File: src/rtl/eth_frame_gen_pkg.sv
// Shared types and constants for the Ethernet frame generator: beat geometry,
// frame length limits, generator states and the last-beat keep mask helper.
package eth_frame_gen_pkg;

  localparam int unsigned N_SYMBOLS = 8;
  localparam int unsigned W_SYMBOL  = 8;
  localparam int unsigned W_DATA    = N_SYMBOLS * W_SYMBOL;
  localparam int unsigned W_REM     = $clog2(N_SYMBOLS);
  localparam int unsigned W_LEN     = 16;
  localparam int unsigned W_NFR     = 16;
  localparam int unsigned W_IFG     = 8;
  localparam int unsigned W_BEAT    = 8;
  localparam int unsigned W_FIDX    = 8;

  localparam int unsigned FRAME_MIN_LEN = 60;
  localparam int unsigned FRAME_MAX_LEN = 1514;

  typedef enum logic [1:0] {
    IDLE,
    SEND,
    GAP
  } gen_state_t;

  typedef struct packed {
    logic [W_DATA-1:0]    data;
    logic [N_SYMBOLS-1:0] keep;
    logic                 last;
  } axis_beat_t;

  // Byte-enable mask for a final beat holding rem valid bytes (0 means full beat).
  function automatic logic [N_SYMBOLS-1:0] keep_from_len(input logic [W_REM-1:0] rem);
    logic [N_SYMBOLS-1:0] k;
    k = '0;
    for (int unsigned i = 0; i < N_SYMBOLS; i++) begin
      k[i] = (rem == '0) || (i < 32'(rem));
    end
    return k;
  endfunction

endpackage

File: src/rtl/eth_frame_gen_if.sv
// AXI-Stream transmit bus between the frame generator and the MAC sink.
interface eth_frame_gen_if;
  import eth_frame_gen_pkg::*;

  logic                 tvalid;
  logic [W_DATA-1:0]    tdata;
  logic [N_SYMBOLS-1:0] tkeep;
  logic                 tlast;
  logic                 tready;

  modport master (output tvalid, output tdata, output tkeep, output tlast, input tready);
  modport slave  (input tvalid, input tdata, input tkeep, input tlast, output tready);

endinterface

File: src/rtl/eth_frame_gen_prbs.sv
// PRBS-31 (x^31 + x^28 + 1) payload source, 64 bits per step, oldest bit in bit 0.
// i_seed substitutes the all-ones seed for the current state in the same cycle.
module eth_frame_gen_prbs
  import eth_frame_gen_pkg::*;
(
  input  logic              i_clk,
  input  logic              i_reset,
  input  logic              i_seed,
  input  logic              i_adv,
  output logic [W_DATA-1:0] o_word_c
);

  localparam logic [30:0] SEED = 31'h7FFF_FFFF;

  logic [30:0] state_q;
  logic [30:0] cur_c;
  logic [30:0] nxt_c;

  // Unrolled serial LFSR: each generated bit is shifted back into the state.
  always_comb begin
    cur_c    = i_seed ? SEED : state_q;
    nxt_c    = cur_c;
    o_word_c = '0;
    for (int unsigned k = 0; k < W_DATA; k++) begin
      o_word_c[k] = nxt_c[30] ^ nxt_c[27];
      nxt_c       = {nxt_c[29:0], o_word_c[k]};
    end
  end

  always_ff @(posedge i_clk or posedge i_reset) begin
    if (i_reset) begin
      state_q <= SEED;
    end else if (i_adv) begin
      state_q <= nxt_c;
    end
  end

endmodule

File: src/rtl/eth_frame_gen.sv
// Ethernet payload burst generator driving an AXI-Stream MAC transmit sink.
// Define ETH_FRAME_GEN_PRBS_EN for PRBS-31 payload instead of the incrementing pattern.
module eth_frame_gen
  import eth_frame_gen_pkg::*;
#(
  parameter int unsigned MIN_LEN = FRAME_MIN_LEN,
  parameter int unsigned MAX_LEN = FRAME_MAX_LEN,
  parameter int unsigned W_CNT   = 32
) (
  input  logic             i_clk,
  input  logic             i_reset,
  input  logic             i_start,
  input  logic             i_stop,
  input  logic [W_LEN-1:0] i_len,
  input  logic [W_NFR-1:0] i_n_frames,
  input  logic [W_IFG-1:0] i_ifg,
  output logic             o_busy,
  output logic             o_done,
  output logic [W_CNT-1:0] o_frame_cnt,
  eth_frame_gen_if.master  m_axis
);

  gen_state_t        state_q, state_d;
  logic [W_LEN-1:0]  len_q, len_d;
  logic [W_NFR-1:0]  nfr_q, nfr_d;
  logic [W_IFG-1:0]  ifg_q, ifg_d;
  logic [W_IFG-1:0]  gap_q, gap_d;
  logic [W_BEAT-1:0] beat_q, beat_d;
  logic [W_FIDX-1:0] fidx_q, fidx_d;
  logic [W_NFR-1:0]  sent_q, sent_d;
  logic              stop_q, stop_d;
  logic [W_CNT-1:0]  cnt_q, cnt_d;
  logic              busy_q, busy_d;
  logic              done_q, done_d;
  logic              valid_q, valid_d;
  axis_beat_t        out_q, out_d;

  logic              load_en;
  logic [W_BEAT-1:0] load_beat;
  logic [W_FIDX-1:0] load_fidx;
  logic              clear_out;
  logic [W_LEN-1:0]  len_clamp_c;
  logic [W_LEN-1:0]  last_idx;
  logic [W_DATA-1:0] pat;
  logic [W_NFR-1:0]  sent_inc;
  logic              stop_any;
  logic              hs;

  assign len_clamp_c = (i_len < W_LEN'(MIN_LEN)) ? W_LEN'(MIN_LEN) :
                       (i_len > W_LEN'(MAX_LEN)) ? W_LEN'(MAX_LEN) : i_len;

`ifdef ETH_FRAME_GEN_PRBS_EN
  logic [W_DATA-1:0] prbs_word_c;
  logic              seed_c;

  // Reseed only on burst start; the sequence runs on across frames.
  assign seed_c = (state_q == IDLE) && i_start;

  eth_frame_gen_prbs u_prbs (
    .i_clk    (i_clk),
    .i_reset  (i_reset),
    .i_seed   (seed_c),
    .i_adv    (load_en),
    .o_word_c (prbs_word_c)
  );
`endif

  // Next-state logic; registered AXIS outputs are reloaded whenever a new beat is staged.
  always_comb begin
    state_d   = state_q;
    len_d     = len_q;
    nfr_d     = nfr_q;
    ifg_d     = ifg_q;
    gap_d     = gap_q;
    beat_d    = beat_q;
    fidx_d    = fidx_q;
    sent_d    = sent_q;
    stop_d    = stop_q;
    cnt_d     = cnt_q;
    done_d    = 1'b0;
    valid_d   = valid_q;
    out_d     = out_q;
    load_en   = 1'b0;
    load_beat = beat_q;
    load_fidx = fidx_q;
    clear_out = 1'b0;
    last_idx  = '0;
    pat       = '0;
    sent_inc  = sent_q + W_NFR'(1);
    stop_any  = stop_q | i_stop;
    hs        = valid_q & m_axis.tready;

    unique case (state_q)
      IDLE: begin
        if (i_start) begin
          len_d     = len_clamp_c;
          nfr_d     = i_n_frames;
          ifg_d     = i_ifg;
          cnt_d     = '0;
          fidx_d    = '0;
          sent_d    = '0;
          stop_d    = 1'b0;
          state_d   = SEND;
          load_en   = 1'b1;
          load_beat = '0;
          load_fidx = '0;
        end
      end
      SEND: begin
        stop_d = stop_any;
        if (hs) begin
          if (!out_q.last) begin
            load_en   = 1'b1;
            load_beat = beat_q + W_BEAT'(1);
          end else begin
            cnt_d  = cnt_q + W_CNT'(1);
            fidx_d = fidx_q + W_FIDX'(1);
            sent_d = sent_inc;
            if (((nfr_q != '0) && (sent_inc == nfr_q)) || stop_any) begin
              state_d   = IDLE;
              done_d    = 1'b1;
              clear_out = 1'b1;
            end else if (ifg_q == '0) begin
              load_en   = 1'b1;
              load_beat = '0;
              load_fidx = fidx_q + W_FIDX'(1);
            end else begin
              state_d   = GAP;
              gap_d     = ifg_q;
              clear_out = 1'b1;
            end
          end
        end
      end
      GAP: begin
        stop_d = stop_any;
        gap_d  = gap_q - W_IFG'(1);
        if (gap_q == W_IFG'(1)) begin
          if (stop_any) begin
            state_d = IDLE;
            done_d  = 1'b1;
          end else begin
            state_d   = SEND;
            load_en   = 1'b1;
            load_beat = '0;
          end
        end
      end
      default: begin
        state_d   = IDLE;
        clear_out = 1'b1;
      end
    endcase

    last_idx = W_LEN'((len_d + W_LEN'(N_SYMBOLS - 1)) >> W_REM) - W_LEN'(1);

    if (load_en) begin
      beat_d    = load_beat;
      valid_d   = 1'b1;
      out_d.last = (W_LEN'(load_beat) == last_idx);
      out_d.keep = out_d.last ? keep_from_len(len_d[W_REM-1:0]) : '1;
`ifdef ETH_FRAME_GEN_PRBS_EN
      pat = prbs_word_c;
`else
      for (int unsigned j = 0; j < N_SYMBOLS; j++) begin
        pat[j*W_SYMBOL +: W_SYMBOL] =
          W_SYMBOL'(32'(load_beat) * N_SYMBOLS + j + 32'(load_fidx));
      end
`endif
      for (int unsigned j = 0; j < N_SYMBOLS; j++) begin
        out_d.data[j*W_SYMBOL +: W_SYMBOL] = out_d.keep[j] ? pat[j*W_SYMBOL +: W_SYMBOL] : '0;
      end
    end

    if (clear_out) begin
      valid_d = 1'b0;
      out_d   = '0;
    end

    busy_d = (state_d != IDLE);
  end

  always_ff @(posedge i_clk or posedge i_reset) begin
    if (i_reset) begin
      state_q <= IDLE;
      len_q   <= '0;
      nfr_q   <= '0;
      ifg_q   <= '0;
      gap_q   <= '0;
      beat_q  <= '0;
      fidx_q  <= '0;
      sent_q  <= '0;
      stop_q  <= 1'b0;
      cnt_q   <= '0;
      busy_q  <= 1'b0;
      done_q  <= 1'b0;
      valid_q <= 1'b0;
      out_q   <= '0;
    end else begin
      state_q <= state_d;
      len_q   <= len_d;
      nfr_q   <= nfr_d;
      ifg_q   <= ifg_d;
      gap_q   <= gap_d;
      beat_q  <= beat_d;
      fidx_q  <= fidx_d;
      sent_q  <= sent_d;
      stop_q  <= stop_d;
      cnt_q   <= cnt_d;
      busy_q  <= busy_d;
      done_q  <= done_d;
      valid_q <= valid_d;
      out_q   <= out_d;
    end
  end

  assign o_busy        = busy_q;
  assign o_done        = done_q;
  assign o_frame_cnt   = cnt_q;
  assign m_axis.tvalid = valid_q;
  assign m_axis.tdata  = out_q.data;
  assign m_axis.tkeep  = out_q.keep;
  assign m_axis.tlast  = out_q.last;

endmodule

File: src/flat_wrapper.sv
// flat-port wrapper written by rule: the top's interface ports become plain ports
module eth_frame_gen_flat import eth_frame_gen_pkg::*;
#(
  parameter int unsigned MIN_LEN = FRAME_MIN_LEN,
  parameter int unsigned MAX_LEN = FRAME_MAX_LEN,
  parameter int unsigned W_CNT   = 32
)
  (i_clk, i_reset, i_start, i_stop, i_len, i_n_frames, i_ifg, o_busy, o_done, o_frame_cnt, m_axis_tvalid, m_axis_tdata, m_axis_tkeep, m_axis_tlast, m_axis_tready);
  eth_frame_gen_if m_axis_i ();
  input  logic i_clk;
  input  logic i_reset;
  input  logic i_start;
  input  logic i_stop;
  input  logic [W_LEN-1:0] i_len;
  input  logic [W_NFR-1:0] i_n_frames;
  input  logic [W_IFG-1:0] i_ifg;
  output logic o_busy;
  output logic o_done;
  output logic [W_CNT-1:0] o_frame_cnt;
  output wire logic [$bits(m_axis_i.tvalid)-1:0] m_axis_tvalid;
  output wire logic [$bits(m_axis_i.tdata)-1:0] m_axis_tdata;
  output wire logic [$bits(m_axis_i.tkeep)-1:0] m_axis_tkeep;
  output wire logic [$bits(m_axis_i.tlast)-1:0] m_axis_tlast;
  input wire logic [$bits(m_axis_i.tready)-1:0] m_axis_tready;
  assign m_axis_tvalid = m_axis_i.tvalid;
  assign m_axis_tdata = m_axis_i.tdata;
  assign m_axis_tkeep = m_axis_i.tkeep;
  assign m_axis_tlast = m_axis_i.tlast;
  assign m_axis_i.tready = m_axis_tready;
  eth_frame_gen #(.MIN_LEN(MIN_LEN), .MAX_LEN(MAX_LEN), .W_CNT(W_CNT)) u_core (.i_clk(i_clk), .i_reset(i_reset), .i_start(i_start), .i_stop(i_stop), .i_len(i_len), .i_n_frames(i_n_frames), .i_ifg(i_ifg), .o_busy(o_busy), .o_done(o_done), .o_frame_cnt(o_frame_cnt), .m_axis(m_axis_i));
endmodule
File: config.mk
export PLATFORM = sky130hd
export DESIGN_NAME = eth_frame_gen_flat
export DESIGN_NICKNAME = d
export VERILOG_FILES = /design/src/rtl/eth_frame_gen_pkg.sv /design/src/rtl/eth_frame_gen_if.sv /design/src/rtl/eth_frame_gen_prbs.sv /design/src/rtl/eth_frame_gen.sv /design/src/flat_wrapper.sv
export SDC_FILE = /design/constraint.sdc
export NUM_CORES = 1
export LEC_CHECK = 0
export CORE_MARGIN = 3
export CORE_UTILIZATION = 40
export CTS_BUF_LIST = sky130_fd_sc_hd__clkbuf_2 sky130_fd_sc_hd__clkbuf_4 sky130_fd_sc_hd__clkbuf_8
export CTS_CLUSTER_SIZE = 12
export DETAILED_ROUTE_END_ITERATION = 8
export GPL_ROUTABILITY_DRIVEN = 0
export GPL_TIMING_DRIVEN = 0
export SYNTH_ARGS = -nofsm -noshare
export SYNTH_HDL_FRONTEND = slang
export SYNTH_SLANG_ARGS = --single-unit
File: constraint.sdc
create_clock -name i_clk -period 7.8 [get_ports i_clk]
set_clock_uncertainty 0.15 [all_clocks]
set_input_delay 1.17 -clock i_clk [delete_from_list [all_inputs] [get_ports i_clk]]
set_output_delay 1.17 -clock i_clk [all_outputs]
set_load 0.05 [all_outputs]
==> flow_metrics.py <==
metrics = {
    "clock_tree": {
        "cts_tree": "yes",
        "htree_num_levels": 4,
        "cts_buffers": 17,
        "post_cts_resized": 0,
        "cts-root-buf": "clkbuf_8",
        "post_cts_buffers": 0,
        "cts-hold-fix-buffers": 0,
        "clkLatencyLatePin_ps": 480,
        "clk_pin_slew_ps": 110,
        "clk_path_buf_depth": 2,
        "numClockSinks": 191,
    },
    "detailed_routing": {
        "wirelength_um": 33000,
        "vias_per_cell": 5.53,
        "drt_iter0_drc": 760,
        "drtAntennaViolNets": 0,
        "drc": 0,
        "dr.pass1.iters": 6,
        "avgRoutedWirePerCell_um": 17.7,
        "vias": 10294,
    },
    "global_route": {
        "antenna_found_initial": 0,
        "grt_pass1_vias": 10027,
        "grt-ovfl-total": 0,
        "grt_start_max_net_pins": 128,
        "grt_usage_pct": 21.8,
        "grt_pass1_wl_um": 54300,
    },
    "critical_path": {
        "crit_chain": "clkdlybuf4s50_1, and2_1, clkbuf_1, nor4_1, nor2_1, xnor2_1, inv_1, ha_1, buf_1, or3_1, nor4_1, xnor2_1, a211oi_1, nor3_1, o21ai_1, nor4_2, o21ai_1",
        "critPathArrivalTime_ps": 6790,
        "crit_type": "primary input to register",
        "required_ps": 7970,
        "path_max_fanout": 10,
        "cp_top_family": "simple AND/OR/NAND/NOR gates",
        "crit_path_start_kind": "primary input",
        "slowest_delay_ps": 870,
        "worst-path-buf-inv": 4,
        "crit_slowest_cell": "nor4_2",
        "end_kind": "register",
    },
    "timing": {
        "fin_ws_ps": 1180,
        "holdWs_ps": 340,
        "setup_viol": 0,
        "fmax_mhz": 151,
        "hold_viol_final": 0,
        "rsz0062_at_grt": "no",
        "drv_slew": 0,
        "period_minus_slack_ps": 6620,
        "max_slew_margin_pct": 20.2,
        "period_share_pct": 84.9,
        "max_slew.worst_pin.slew_ps": 1190,
    },
    "logic_synthesis": {
        "yosysWarnings": 0,
        "synthFlopType": "dfrtp_1",
        "ys_types": 79,
        "avgSynthCellArea_sq_um": 8.67,
        "syn_area_sq_um": 11300,
        "async_flop_share_pct": 100,
        "ys_ff_latch": 191,
        "ys_seq_area_share_pct": 42.2,
        "syn_inst": 1305,
        "syn_nets": 1376,
        "synth_edf_count": 0,
    },
    "floorplan": {
        "ios": 153,
        "fp.dieH_um": 174,
        "die_area_sq_um": 30300,
        "die_w_um": 174,
        "design.core.area_sq_um": 27400,
        "row_count": 60,
        "start_util_pct": 41.3,
    },
    "hold_path": {
        "hold_path_class": "register to register",
    },
    "placed_design": {
        "portBuffers": 152,
        "place_ws_ps": 760,
        "place_inst": 1830,
        "hpwl_um": 24700,
    },
    "status": {
        "status": "completed",
    },
    "power_and_ir_drop": {
        "ir_worst_vdd_uv": 165,
        "leakagePower_nw": 5.70,
        "power.density_nw_per_um2": 286,
    },
    "finish": {
        "layout.cells.non_filler": 1862,
        "layout.nets": 1548,
        "synthToLayoutAreaGrowth_pct": 21.4,
        "num_antenna_cells": 0,
        "layout-drive-gt1-share_pct": 4.16,
    },
    "flow_run": {
        "cap_violations": 0,
    },
}
==> state kept, by name (all words and copies together) (netlist names), 2 cells and up <==
signal and count:
u_core.m_axis.tdata 64, u_core.o_frame_cnt 32, u_core.len_q 16, u_core.nfr_q 16, u_core.sent_q 16, u_core.beat_q 8, u_core.fidx_q 8, u_core.gap_q 8
u_core.ifg_q 8, u_core.m_axis.tkeep 8, u_core.state_q 2
==> synth_stat cells (all sizes together), types with 4 or more instances <==
cell type  count  area (sq um)
nand4         20           140
nor3          18          95.1
a31oi         10          62.6
a211oi         7          62.6
nand2        260           976
and2          12          75.1
inv           32           120
o22ai          4          25.0
o21a          11          82.6
a21boi         5          37.5
nor2b         10          62.6
ha            24           300
a22oi          5          37.5
clkbuf        50           188
xnor2         44           385
dfrtp        191          4780
o31ai         57           428
or4            6          45.0
nor4          23           214
a21o          10          75.1
nand2b         9          56.3
and3          24           150
o21ai        111           559
and4           8          70.1
or3           12          75.1
o22a           9          78.8
nor2          86           323
nand3         50           250
xor2          52           455
nor3b          4          30.0
buf            8          35.0
a21oi         69           349
==> cell usage in the layout, fill, tap and decap left out, drive strengths merged, types with 8 or more instances in the layout <==
master         synthesis  layout
dfrtp                191     191
nand4                 20      20
clkdlybuf4s50          0     152
a21oi                 69      69
nand2                260     260
and3                  24      24
o21a                  11      11
clkbuf                50      68
inv                   32      40
xnor2                 44      44
o31ai                 57      57
nand2b                 9       9
a21o                  10      10
o22a                   9       9
nor3                  18      18
a31oi                 10      10
and2                  12      12
nand3                 50      50
xor2                  52      52
and4                   8       8
o21ai                111     111
nor2                  86      86
or3                   12      12
ha                    24      24
nor2b                 10      10
buf                    8       9
nor4                  23      23
==> metal layers <==
| metal | vias up | part of all wire [%] | global-route usage, % | wire length, um |
|---|---|---|---|---|
| met3 | 30 | 4.0 | 3.30 | 1320 |
| met5 | - | 0 | 0 | 0 |
| met2 | 224 | 46 | 34.7 | 15100 |
| met1 | 5048 | 49 | 31.5 | 16000 |
| met4 | 0 | 1.5 | 4.73 | 503 |
| li1 | 4992 | - | - | - |
==> final timing paths <==
| path | end | startpoint | depth (start not counted) | slack (ps) |
|---|---|---|---|---|
| setup / recovery | u_core.m_axis.tdata[49] | i_start | 17 | 1180 |
| hold reg to reg | u_core.m_axis.tdata[33] | u_core.m_axis.tdata[33] | 2 | 340 |
| min in group asynchronous | u_core.o_frame_cnt[22] | i_reset | 2 | 980 |
| hold / removal | u_core.m_axis.tdata[33] | u_core.m_axis.tdata[33] | 2 | 340 |
| max in group asynchronous | u_core.m_axis.tdata[3] | i_reset | 3 | 5520 |
| setup reg to reg | u_core.m_axis.tdata[49] | u_core.state_q[0] | 19 | 1540 |
==> kinds of logic (layout without fill, tap and decap cells) <==
kind of cell / count (synthesis) / in the layout / share of synthesized area, %
flops: 191 / 191 / 42.2
buf+inv: 91 / 276 / 3.06
mux: 3 / 3 / 0.265
compound gates: 338 / 338 / 19.5
xor+xnor: 99 / 99 / 8.03
simple gates: 557 / 557 / 23.9
fa+ha+maj: 26 / 26 / 3.01
==> power by group <==
| part | switching [mW] | internal (mW) |
|---|---|---|
| Sequential | 0.175 | 1.19 |
| Combinational | 1.26 | 0.620 |
| Clock | 0.399 | 0.273 |
| Total | 1.84 | 2.08 |
==> metrics by stage <==
stage	TNS, ps	power [mW]	cell area (sq um)	util [%]
after global placement	-282770	3.25	13300	48.5
after CTS	0	3.95	13700	50.1
final	0	3.92	13700	50.1
after global routing	0	4.19	13700	50.1
after detailed placement	0	3.27	13300	48.7
after floorplan	0	2.68	11300	-
==> cell type report <==
cell class	count	area (sq um)
buffer	58	223
clock buffer	18	248
clock inverter	14	146
fill	2633	13700
inverter	33	131
multi-input combinational	1023	6190
sequential	191	4780
tap	372	465
timing repair buffer	153	1550
==> tightest hold or removal path, stage by stage (launching register included) <==
cell and delay, ps:
dfrtp_1 360, nand2_1 50, o31ai_1 50
No activity file was read; power rests on OpenSTA's default activity.
